`config.mk`:
```
export PLATFORM = sky130hd
export DESIGN_NAME = img_sram_arbiter
export DESIGN_NICKNAME = d
export VERILOG_FILES = /design/src/rtl/img_sram_arbiter.sv
export SDC_FILE = /design/constraint.sdc
export NUM_CORES = 1
export LEC_CHECK = 0
export CORE_MARGIN = 2
export CORE_UTILIZATION = 31
export CTS_CLUSTER_SIZE = 40
export DETAILED_ROUTE_END_ITERATION = 7
export PLACE_DENSITY = 0.75
export SYNTH_ARGS = -nofsm -noshare
export SYNTH_HDL_FRONTEND = slang
export SYNTH_SLANG_ARGS = --single-unit
```
`constraint.sdc`:
```
create_clock -name clk -period 2.2 [get_ports clk]
set_input_delay 0.33 -clock clk [delete_from_list [all_inputs] [get_ports clk]]
set_output_delay 0.33 -clock clk [all_outputs]
set_load 0.05 [all_outputs]
```
`src/rtl/img_sram_arbiter.sv`:
```
`default_nettype none
// ============================================================================
// Module   : img_sram_arbiter (with img_sram_pkg)
// Purpose  : Shares the single image SRAM port between NREQ requesters
//            (0 = io RX writer, 1 = io TX reader, 2 = convolution engine).
//            Round-robin arbitration with burst lock; read data is returned
//            to the issuing requester through a tagged latency pipeline.
// Ports    : clk, rst         clock, synchronous active-high reset
//            req[NREQ]        level request, held for the whole burst
//            ctrl_in[NREQ]    per-requester SRAM control
//            gnt[NREQ]        registered one-hot-or-zero grant
//            sram_ctrl        muxed control to the SRAM macro
//            sram_dout        SRAM read data, READ_LAT cycles after a read
//            rd_valid[NREQ]   one-hot read-return strobe
//            rd_data          returned read data (0 when no rd_valid)
//            busy             high while a grant is held
//            owner            index of the current or last grantee
// Revision : 1.0 - initial release
// ============================================================================

package img_sram_pkg;
    localparam int IMG_ROW_W = 6;
    localparam int IMG_COL_W = 6;

    typedef struct packed {
        logic                 sense_en;
        logic                 write_en;
        logic [IMG_ROW_W-1:0] row;
        logic [IMG_COL_W-1:0] col;
        logic [7:0]           din;
    } img_sram_ctrl_t;
endpackage

module img_sram_arbiter
    import img_sram_pkg::*;
#(
    parameter int NREQ      = 3,
    parameter int MAX_BURST = 256,
    parameter int READ_LAT  = 1,
    localparam int c_OWN_W  = (NREQ > 1) ? $clog2(NREQ) : 1
) (
    input  logic                       clk,
    input  logic                       rst,
    input  logic [NREQ-1:0]            req,
    input  img_sram_ctrl_t [NREQ-1:0]  ctrl_in,
    output logic [NREQ-1:0]            gnt,
    output img_sram_ctrl_t             sram_ctrl,
    input  logic [7:0]                 sram_dout,
    output logic [NREQ-1:0]            rd_valid,
    output logic [7:0]                 rd_data,
    output logic                       busy,
    output logic [c_OWN_W-1:0]         owner
);

    localparam logic [0:0] c_ST_IDLE  = 1'b0;
    localparam logic [0:0] c_ST_GRANT = 1'b1;

    // burst_cnt saturates at MAX_BURST-1; with MAX_BURST of 0 or 1 it never moves.
    localparam int                 c_CNT_W    = (MAX_BURST > 1) ? $clog2(MAX_BURST) : 1;
    localparam logic [c_CNT_W-1:0] c_CNT_LAST = c_CNT_W'((MAX_BURST > 1) ? MAX_BURST - 1 : 0);
    localparam logic [c_OWN_W-1:0] c_OWN_RST  = c_OWN_W'(NREQ - 1);
    localparam bit                 c_LIMITED  = (MAX_BURST != 0);

    logic [0:0]         r_state,     w_state_nxt;
    logic [NREQ-1:0]    r_gnt,       w_gnt_nxt;
    logic [c_OWN_W-1:0] r_owner,     w_owner_nxt;
    logic [c_CNT_W-1:0] r_burst_cnt, w_burst_cnt_nxt;

    logic               w_found;
    logic [c_OWN_W-1:0] w_winner;
    logic [c_OWN_W-1:0] w_cand;
    logic               w_owner_req;
    logic               w_other_req;
    logic               w_at_limit;
    logic               w_rd_access;

    // Read tag pipeline: stage 0 is loaded at the access edge, the last
    // stage lines up with valid sram_dout.
    logic [READ_LAT-1:0] r_tag_vld;
    logic [c_OWN_W-1:0]  r_tag_id [READ_LAT];

    // ------------------------------------------------------------------
    // Round-robin search starting just after the last grantee.
    // ------------------------------------------------------------------
    always_comb begin
        w_found  = 1'b0;
        w_winner = r_owner;
        w_cand   = r_owner;
        for (int k = 1; k <= NREQ; k++) begin
            w_cand = c_OWN_W'((32'(r_owner) + 32'(k)) % 32'(NREQ));
            if (!w_found && req[w_cand]) begin
                w_found  = 1'b1;
                w_winner = w_cand;
            end
        end
    end

    // r_gnt is one-hot of the owner while in GRANT, so masking with it
    // isolates the owner's request from everybody else's.
    assign w_owner_req = |(req & r_gnt);
    assign w_other_req = |(req & ~r_gnt);
    assign w_at_limit  = c_LIMITED && (r_burst_cnt == c_CNT_LAST) && w_other_req;

    // ------------------------------------------------------------------
    // Arbitration FSM: next state and outputs
    // ------------------------------------------------------------------
    always_comb begin
        w_state_nxt     = r_state;
        w_gnt_nxt       = r_gnt;
        w_owner_nxt     = r_owner;
        w_burst_cnt_nxt = r_burst_cnt;
        case (r_state)
            c_ST_IDLE: begin
                if (w_found) begin
                    w_state_nxt     = c_ST_GRANT;
                    w_gnt_nxt       = NREQ'(1) << w_winner;
                    w_owner_nxt     = w_winner;
                    w_burst_cnt_nxt = '0;
                end
            end
            c_ST_GRANT: begin
                if (w_owner_req && !w_at_limit) begin
                    if (r_burst_cnt != c_CNT_LAST) begin
                        w_burst_cnt_nxt = r_burst_cnt + 1'b1;
                    end
                end else begin
                    // Always pass through IDLE: guarantees the one-cycle
                    // handover gap, even for a re-grant to the same owner.
                    w_state_nxt = c_ST_IDLE;
                    w_gnt_nxt   = '0;
                end
            end
            default: begin
                w_state_nxt = c_ST_IDLE;
                w_gnt_nxt   = '0;
            end
        endcase
    end

    always_ff @(posedge clk) begin
        if (rst) begin
            r_state     <= c_ST_IDLE;
            r_gnt       <= '0;
            r_owner     <= c_OWN_RST;
            r_burst_cnt <= '0;
        end else begin
            r_state     <= w_state_nxt;
            r_gnt       <= w_gnt_nxt;
            r_owner     <= w_owner_nxt;
            r_burst_cnt <= w_burst_cnt_nxt;
        end
    end

    // ------------------------------------------------------------------
    // Control mux: grantee's control passes straight through, else idle.
    // ------------------------------------------------------------------
    always_comb begin
        sram_ctrl = '0;
        for (int i = 0; i < NREQ; i++) begin
            if (r_gnt[i]) begin
                sram_ctrl = ctrl_in[i];
            end
        end
    end

    // A read only counts while the owner still holds req.
    assign w_rd_access = (r_state == c_ST_GRANT) && w_owner_req &&
                         sram_ctrl.sense_en && !sram_ctrl.write_en;

    // ------------------------------------------------------------------
    // Read tag pipeline
    // ------------------------------------------------------------------
    always_ff @(posedge clk) begin
        if (rst) begin
            r_tag_vld <= '0;
            for (int i = 0; i < READ_LAT; i++) begin
                r_tag_id[i] <= '0;
            end
        end else begin
            r_tag_vld[0] <= w_rd_access;
            r_tag_id[0]  <= r_owner;
            for (int i = 1; i < READ_LAT; i++) begin
                r_tag_vld[i] <= r_tag_vld[i-1];
                r_tag_id[i]  <= r_tag_id[i-1];
            end
        end
    end

    assign rd_valid = r_tag_vld[READ_LAT-1] ? (NREQ'(1) << r_tag_id[READ_LAT-1]) : '0;
    assign rd_data  = r_tag_vld[READ_LAT-1] ? sram_dout : 8'h00;

    assign gnt   = r_gnt;
    assign busy  = (r_state == c_ST_GRANT);
    assign owner = r_owner;

endmodule
`default_nettype wire

```
---- After elaboration in Yosys (flattened, before gate mapping) ----
Memories as Yosys holds them, arrays and structs flattened.
Index checks and enable logic that the tools add are counted.
storage, ports and cells
  bits in registers ....................... 15
  bits in writable memories ............... 2
  input port bits ......................... 79
  output and inout bits ................... 39
  logic and storage cells ................. 77
  memories ................................ 1
operators by class
  add/sub/neg operators ................... 4
  divide/modulo/power cells ............... 3
  order comparisons ....................... 3
  equal/unequal tests ..................... 6
  shift-type cells ........................ 2
  mux-type cells .......................... 32
  bitwise logic cells ..................... 4
  reductions and logical operators ........ 17
memories
  name      words  width  rd ports  clocked after Yosys merged registers in  write ports  line  source
  r_tag_id  1      2      1         0                                        1            80    logic [c_OWN_W-1:0] r_tag_id [READ_LAT];
operators by type and width
  kind                                                                   number
  32-bit by 2-bit modulo with 32-bit output (second input constant)      3
  22-bit two-way mux                                                     3
  8-bit two-way mux                                                      4
  8-bit one-hot mux with 2 select lines                                  1
  1-bit two-way mux                                                      12
  2-bit by 3-bit < comparator with 1-bit output (second input constant)  3
  3-bit two-way mux                                                      3
  8-bit by 1-bit adder with 8-bit output (second input constant)         1
  8-bit == test (second input constant)                                  1
  2-bit two-way mux                                                      4
  8-bit != test (second input constant)                                  1
  1-bit logical AND                                                      7
  2-bit by 2-bit adder with 3-bit output (second input constant)         2
  3-bit bitwise AND                                                      2
  1-bit binary-select mux with 2-bit select                              3
  3-bit one-hot mux with 2 select lines                                  1
  3-bit OR reduction                                                     2
  1-bit by 2-bit left shift with 3-bit output (first input constant)     2
  1-bit logical NOT                                                      4
  2-bit by 1-bit != test with 1-bit output (second input constant)       2
  2-bit != test (second input constant)                                  2
  2-bit AND reduction                                                    2
  2-bit by 1-bit adder with 3-bit output (second input constant)         1
  3-bit inverter                                                         1
  other kinds (4)                                                        4

---- Longest topological paths before layout ----
Gate-level depths: netlist of the first run.
  word-level depth ........................ 14
  mapped depth ............................ 10
  depth with buffers taken out ............ 8

---- Worst setup path before layout of the first run ----
No wires, ideal clock.
  path kind ............................... register to output
  from .................................... register r_gnt[0] (netlist: gnt[0])
  to ...................................... output sram_ctrl[0] in the netlist's numbering
  arrival ................................. 2.437 ns
  required time ........................... 1.870 ns
  setup slack ............................. -0.567 ns
  cell stages (with the launch flop) ...... 6
  buffers on the path ..................... 1
  cell sequence ........................... dfxtp_1 inv_1 nor2_1 clkbuf_1 a22oi_1 o21ai_0
RTL lines
  what                    line  source
  from (decl)             65    logic [NREQ-1:0] r_gnt, w_gnt_nxt;
  from (signal assigned)  148   r_gnt <= w_gnt_nxt;
  to (decl)               47    output img_sram_ctrl_t sram_ctrl,

---- Worst setup path after layout of the first run ----
  from .................................... register r_owner[1] (netlist: owner[1])
  to ...................................... register r_gnt[1] (netlist: gnt[1])
between the ends
  longest elaborated chain between the ends .. 14
  elaborated cells between the ends (all ways) .. 27
  those cells by class .................... add/sub: 3; div: 3; eq/ne: 1; shift: 1; mux: 14; reduce/logical: 5
ends and longest elaborated chain
  what                                         line  source
  from (decl)                                  66    logic [c_OWN_W-1:0] r_owner, w_owner_nxt;
  from (signal assigned)                       144   r_owner <= c_OWN_RST;
  from (signal assigned)                       149   r_owner <= w_owner_nxt;
  2-bit by 1-bit adder with 3-bit output       90    w_cand = c_OWN_W'((32'(r_owner) + 32'(k)) % 32'(NREQ));
  32-bit by 2-bit modulo with 32-bit output    90
  1-bit binary-select mux with 2-bit select    91    if (!w_found && req[w_cand]) begin
  1-bit two-way mux (not written as such)      91
  1-bit two-way mux                            91
  1-bit logical NOT                            91
  1-bit logical AND                            91
  1-bit two-way mux                            91
  1-bit logical NOT                            91
  1-bit logical AND                            91
  2-bit two-way mux                            91
  1-bit by 2-bit left shift with 3-bit output  116   w_gnt_nxt = NREQ'(1) << w_winner;
  3-bit two-way mux                            114   if (w_found) begin
  3-bit one-hot mux with 2 select lines        112   case (r_state)
Parallel ways exist; a longest one is shown, timed or not. The select of a mux whose other input is x is not followed.
A chain may end at the register's enable or synchronous reset.

==> results of run 1 <==
## final cells by class
type | count | area (um2)
well taps | 67 | 83.8
clock buffers | 4 | 45.0
flip-flops and latches | 17 | 349
repair buffers | 143 | 1590
inverters | 7 | 26.3
multi-input cells | 181 | 1210
fillers | 404 | 1480
## synth_stat cells, types with 3 or more instances
cell / count / area share (%)
a211oi_1: 3 / 1.4
a21oi_1: 10 / 3.2
a22oi_1: 23 / 11
and2_1: 10 / 4.0
and3_1: 3 / 1.2
buf_2: 3 / 0.96
clkbuf_1: 12 / 2.9
dfxtp_1: 17 / 22
ha_1: 3 / 2.4
inv_1: 6 / 1.4
nand2_1: 39 / 9.4
nand3_1: 4 / 1.3
nor2_1: 16 / 3.8
nor2b_1: 4 / 1.6
o21ai_0: 25 / 8.0
o21bai_1: 3 / 1.4
xnor2_1: 4 / 2.2
## worst reg2reg max path: stages (launching register included)
cell	delay, ns
dfxtp_4	0.37
inv_1	0.08
ha_4	0.21
a221o_1	0.37
a21oi_2	0.14
a22oi_1	0.08
a32o_1	0.28
or3b_1	0.38
a21oi_1	0.13
## final timing paths
path / to / slack, ns / cells past startpoint
max: gnt[1] / 0.09 / 8
min: r_burst_cnt[1] / 0.50 / 2
max reg2reg: gnt[1] / 0.09 / 8
min reg2reg: r_burst_cnt[1] / 0.50 / 2
## stage by stage
stage                     hold slack [ns]  TNS [ns]  setup WS, ns  total power [mW]
after floorplan                     0.406    -0.194        -0.194              2.57
after global placement              0.479    -0.293        -0.105              4.35
after detailed placement            0.494    -0.422        -0.138              4.39
after CTS                           0.508         0        0.0361              4.62
after global routing                0.542  -0.00349      -0.00349              4.89
final                               0.504         0        0.0910              4.66
## cell families (layout without fill, tap and decap cells)
| logic type | count (synthesis) | in the layout | synth area share [%] |
|---|---|---|---|
| compound gates | 80 | 80 | 35.6 |
| flops | 17 | 17 | 21.8 |
| xor+xnor | 5 | 5 | 2.81 |
| fa+ha+maj | 4 | 4 | 3.13 |
| simple gates | 92 | 92 | 28.7 |
| buf+inv | 26 | 154 | 7.94 |
## sequential cells by signal, summed over array words and instances, names as in the netlist
register and cells:
owner 2, r_tag_vld 1, gnt 3, busy 1
r_burst_cnt 8, r_tag_id 2
## where the power goes
part	leakage [nW]	switching [mW]	internal [mW]
registers	0.140	0.104	0.378
clock network	0.0228	0.0970	0.128
logic	1.08	2.15	1.80
total	1.24	2.35	2.31
## metal layers
metal	vias up	wire, um	GRT usage (%)
met5	-	0	0
met4	0	37	2.98
met3	4	470	4.28
met1	961	2140	22.0
met2	89	2980	38.2
li1	1068	-	-
## repair_timing
item | in CTS | in global routing
hold buffers | 0 | 0
setup buffers | 0 | 2
setup endpoints to repair | 2 | 4
gates resized for setup | 1 | 6
pin swaps | 0 | 1
==> summary.md, run 1 <==
| Metric | Value |
|---|---|
| Status | `finished, final reports clean` |
| Total CTS buffers | `3` |
| PortBufs | `117` |
| Max cap viols | `0` |
| IO Count | `118` |
| CTS sink cnt | `17` |
| Yosys warnings | `0` |
| Asr flop ratio synth | `0%` |
| Area Overhead vs Synth | `112%` |
| Total gr overflow | `0` |
| Arrival time worst endpoint | `2.29 ns` |
| Nets | `435` |
| Final period utilization | `~96%` |
| Post-route ant nets | `0` |
| Vias per inst | `5.06` |
| DP HPWL | `4.73 mm` |
| Peak supply drop | `0.782 mV` |
| Dpl cell area | `3200 um2` |
| Worst-path clk slew | `roughly 0.060 ns` |
| Wirelength, routed | `approximately 5.6 mm` |
| H-tree depth | `1` |
| Crit path cell chain | `inv_1, ha_4, a221o_1, a21oi_2, a22oi_1, a32o_1, or3b_1, a21oi_1` |
| Worst Hold Class | `flop to flop` |
| Area of all placed cells without fillers | `around 3300 um2` |
| WL/cell | `13.4 um` |
| Worst hold start | `r_burst_cnt[1]` |
| DRT Pass-1 Iters | `4` |
| Sequential area share after synthesis | `around 22%` |
| Layout cells sized above 1 | `around a quarter` |
| Commonest non-fill, non-tap cell in the layout | `clkdlybuf4s50_1` |
| First-pass GRT wire length | `8.75 mm` |
| Via Count | `2,122` |
| Core Util, Final | `69.0%` |
| Die width | `74.9 um` |
| Core area | `4790 um2` |
| Crit path launch type | `flop` |
| Total track usage | `19.6%` |
| Vias in the first global route | `2,037` |
| RD Place Congestion | `between 0.8 and 0.9` |
| Final setup fails | `0` |
| Final max-slew violation count | `0` |
| Static Leak | `1.24 nW` |
| Finished Layout Cells | `419` |
| Dpl cells | `413` |
| Synth Cell Area | `approximately 1600 um2` |
| Die Y | `74.9 um` |
| Relative slew slack | `66.3%` |
| Final min period | `approximately 2.1 ns` |
| Initial antenna violation count | `0` |
| # diodes | `0` |
| Worst R2R Start | `owner[1]` |
| Residual DRC | `0` |
| Clock buffer depth | `2` |
| Starting Density | `32.6%` |
| Netlist cell types | `46` |
| FMAX | `474 MHz` |
| #FFs+latches synth | `17` |
| Mapped Cells | `between 200 and 250` |
| Setup CP Type | `flop to flop` |
| CP peak stage delay | `between 0.3 and 0.4 ns` |
| Crit path max-delay cell type | `or3b_1` |
| Largest net degree at the start of global routing | `38` |
| Post-synth EDFFs | `0` |
| Fin Clk Skew | `0.00101 ns` |
| Syn nets | `306` |
| WP data required | `2.38 ns` |
| Power Density | `1410 nW/um2` |
| Die area | `about 5600 um2` |
| Worst-skew pair later-pin latency | `0.25 ns` |
| Final Hold Vio Count | `0` |
| # rows | `25` |
| Ys flop type | `dfxtp_1` |
| Root Buffer | `clkbuf_8` |
| Commonest non-fill, non-tap cells in the layout | `clkdlybuf4s50_1, nand2_1, buf_4` |
| Synthesized area per cell | `6.97 um2` |
| CP delay by family, top | `compound AO/OA/AOI/OAI gates` |
| Worst Setup SP | `owner[1]` |
| Detailed Route Iter0 Violations | `88` |
| Crit Path Max Fanout | `12` |
| Crit path buffers/inverters | `1` |
| CTS tree | `built` |
| Worst-Margin Slew | `0.503 ns` |
| Crit end category | `flop` |
No activity file was read; power rests on OpenSTA's default activity.
==> run 2: changes to the inputs <==
Settings changed: CAP_MARGIN set to 20, CORE_MARGIN 2 to unset.
==> summary.md, run 2 (synthesized netlist as in run 1, its figures left out) <==
| Metric | Value |
|---|---|
| Status | `finished, final reports clean` |
| Max FFs per register | `8 (unchanged)` |
| H-tree depth | `1 (unchanged)` |
| Die width | `72.9 um (-2.7%)` |
| Layout cells sized above 1 | `29.7% (+3.3 points)` |
| Final min period | `2.15 ns (+0.0385 ns)` |
| IO Count | `118 (unchanged)` |
| DP HPWL | `4.41 mm (-6.8%)` |
| Die area | `5320 um2 (-5.3%)` |
| WP data required | `2.37 ns (about the same)` |
| Relative slew slack | `65.9% (-0.42 points)` |
| Largest net degree at the start of global routing | `37 (-2.6%)` |
| Top reg by flops | `r_burst_cnt` |
| CTS tree | `built` |
| Initial antenna violation count | `0 (unchanged)` |
| CP peak stage delay | `0.41 ns (+0.03 ns)` |
| Worst Hold Class | `flop to flop` |
| Total gr overflow | `0 (unchanged)` |
| Vias per inst | `5.14 (+1.4%)` |
| Total track usage | `20.4% (+0.74 points)` |
| Fin Clk Skew | `0.00170 ns (+0.000688 ns)` |
| Static Leak | `1.30 nW (+4.6%)` |
| Post-route ant nets | `0 (unchanged)` |
| Area Overhead vs Synth | `116%` |
| Detailed Route Iter0 Violations | `104 (+18%)` |
| Crit path launch type | `flop` |
| Core Util, Final | `70.5% (+1.4 points)` |
| RD Place Congestion | `0.819 (-8.3%)` |
| FMAX | `466 MHz (-1.8%)` |
| Final Hold Vio Count | `0 (unchanged)` |
| # rows | `25 (unchanged)` |
| Residual DRC | `0 (unchanged)` |
| Arrival time worst endpoint | `2.32 ns (+0.03 ns)` |
| Multi-input gate area | `1230 um2 (+1.7%)` |
| Worst-skew pair later-pin latency | `0.24 ns (about the same)` |
| Commonest non-fill, non-tap cells in the layout | `clkdlybuf4s50_1, nand2_1, buf_4` |
| Fillers | `408 (+0.99%)` |
| Crit path max-delay cell type | `or3b_4` |
| Via Count | `2,178 (+2.6%)` |
| Final period utilization | `97.6% (+1.7 points)` |
| M3 GR Usage | `5.66% (+1.4 points)` |
| Crit end category | `flop` |
| Worst-Margin Slew | `0.510 ns (+0.00625 ns)` |
| Commonest non-fill, non-tap cell in the layout | `clkdlybuf4s50_1` |
| WL/cell | `13.5 um (+0.88%)` |
| M2 GR Usage | `38.3% (+0.11 points)` |
| First-pass GRT wire length | `8.60 mm (-1.7%)` |
| Max cap viols | `0 (unchanged)` |
| Setup CP Type | `flop to flop` |
| Worst-path clk slew | `0.06 ns (about the same)` |
| Clock buffer depth | `2 (unchanged)` |
| PnR Total Power | `4.78 mW (+2.8%)` |
| Register area | `349 um2 (unchanged)` |
| Final setup fails | `0 (unchanged)` |
| PortBufs | `117 (unchanged)` |
| Crit path cell chain | `inv_2, ha_4, buf_6, buf_4, a211oi_1, o21bai_1, a32o_2, or3b_4, a21oi_2` |
| Crit Path Max Fanout | `5 (-7)` |
| # diodes | `0 (unchanged)` |
| Crit path buffers/inverters | `3 (+2)` |
| Peak supply drop | `0.751 mV (-4.0%)` |
| Power Density | `1420 nW/um2 (+0.65%)` |
| CP delay by family, top | `compound AO/OA/AOI/OAI gates` |
| Wirelength, routed | `5.74 mm (+2.1%)` |
| Final max-slew violation count | `0 (unchanged)` |
| Vias in the first global route | `1,975 (-3.0%)` |
| Starting Density | `32.6% (unchanged)` |
| Nets | `440 (+1.1%)` |
| Root Buffer | `clkbuf_8` |
| Met1 Resource Use GR | `22.7% (+0.77 points)` |
| Core area | `4790 um2 (unchanged)` |
| Busiest layer in global routing | `met2` |
| Total CTS buffers | `3 (unchanged)` |
| DRT Pass-1 Iters | `4 (unchanged)` |
| Die Y | `72.9 um (-2.7%)` |
| CTS sink cnt | `17 (unchanged)` |
==> run 2: path summary, 6_finish.rpt <==
check        slack, ns        endpoint  cells past startpoint           start
max reg2reg       0.05        owner[0]                      9        owner[0]
min               0.49  r_burst_cnt[1]                      2  r_burst_cnt[1]
max               0.05        owner[0]                      9        owner[0]
min reg2reg       0.49  r_burst_cnt[1]                      2  r_burst_cnt[1]
==> run 2: power breakdown <==
group | switching [mW] | total (mW) | internal (mW)
sequential | 0.105 | 0.483 | 0.378
combinational | 2.20 | 4.08 | 1.88
clock | 0.0962 | 0.224 | 0.128
==> run 2: what timing repair did <==
| action | in CTS | in global routing |
|---|---|---|
| cloned | 0 | 0 |
| hold buffers | 0 | 0 |
| setup buffers | 0 | 8 |
| pin swaps | 0 | 7 |
| resized for setup | 1 | 19 |
| setup endpoints to repair | 4 | 7 |
==> run 2: stage by stage <==
step / cells / worst slack, ns / instance area [um2] / setup TNS (ns) / hold slack [ns]
floorplan: 224 / -0.194 / 1640 / -0.194 / 0.406
detailed placement: 412 / -0.227 / 3200 / -0.657 / 0.489
CTS: 416 / 0.0128 / 3240 / 0 / 0.497
finish: 424 / 0.0525 / 3370 / 0 / 0.494
global route: 424 / -0.0402 / 3370 / -0.0991 / 0.533
global placement: 412 / -0.197 / 3200 / -0.510 / 0.476
==> run 2: layer usage <==
layer,up-vias,share of wire [%]
li1,1077,-
met1,997,38
met2,98,53
met3,6,8.2
met4,0,1.3
met5,-,0
==> run 2: cell type report <==
type	count	area share (%)
Clock buffer	4	1.34
Inverter	7	0.779
Multi-Input combinational cell	181	36.4
Sequential cell	17	10.4
Tap cell	67	2.49
Timing Repair Buffer	148	48.7
==> run 2: worst min-delay path, stage by stage, from the launching register on <==
cell,delay [ns]
dfxtp_1,0.32
nand3_1,0.07
a21oi_1,0.06
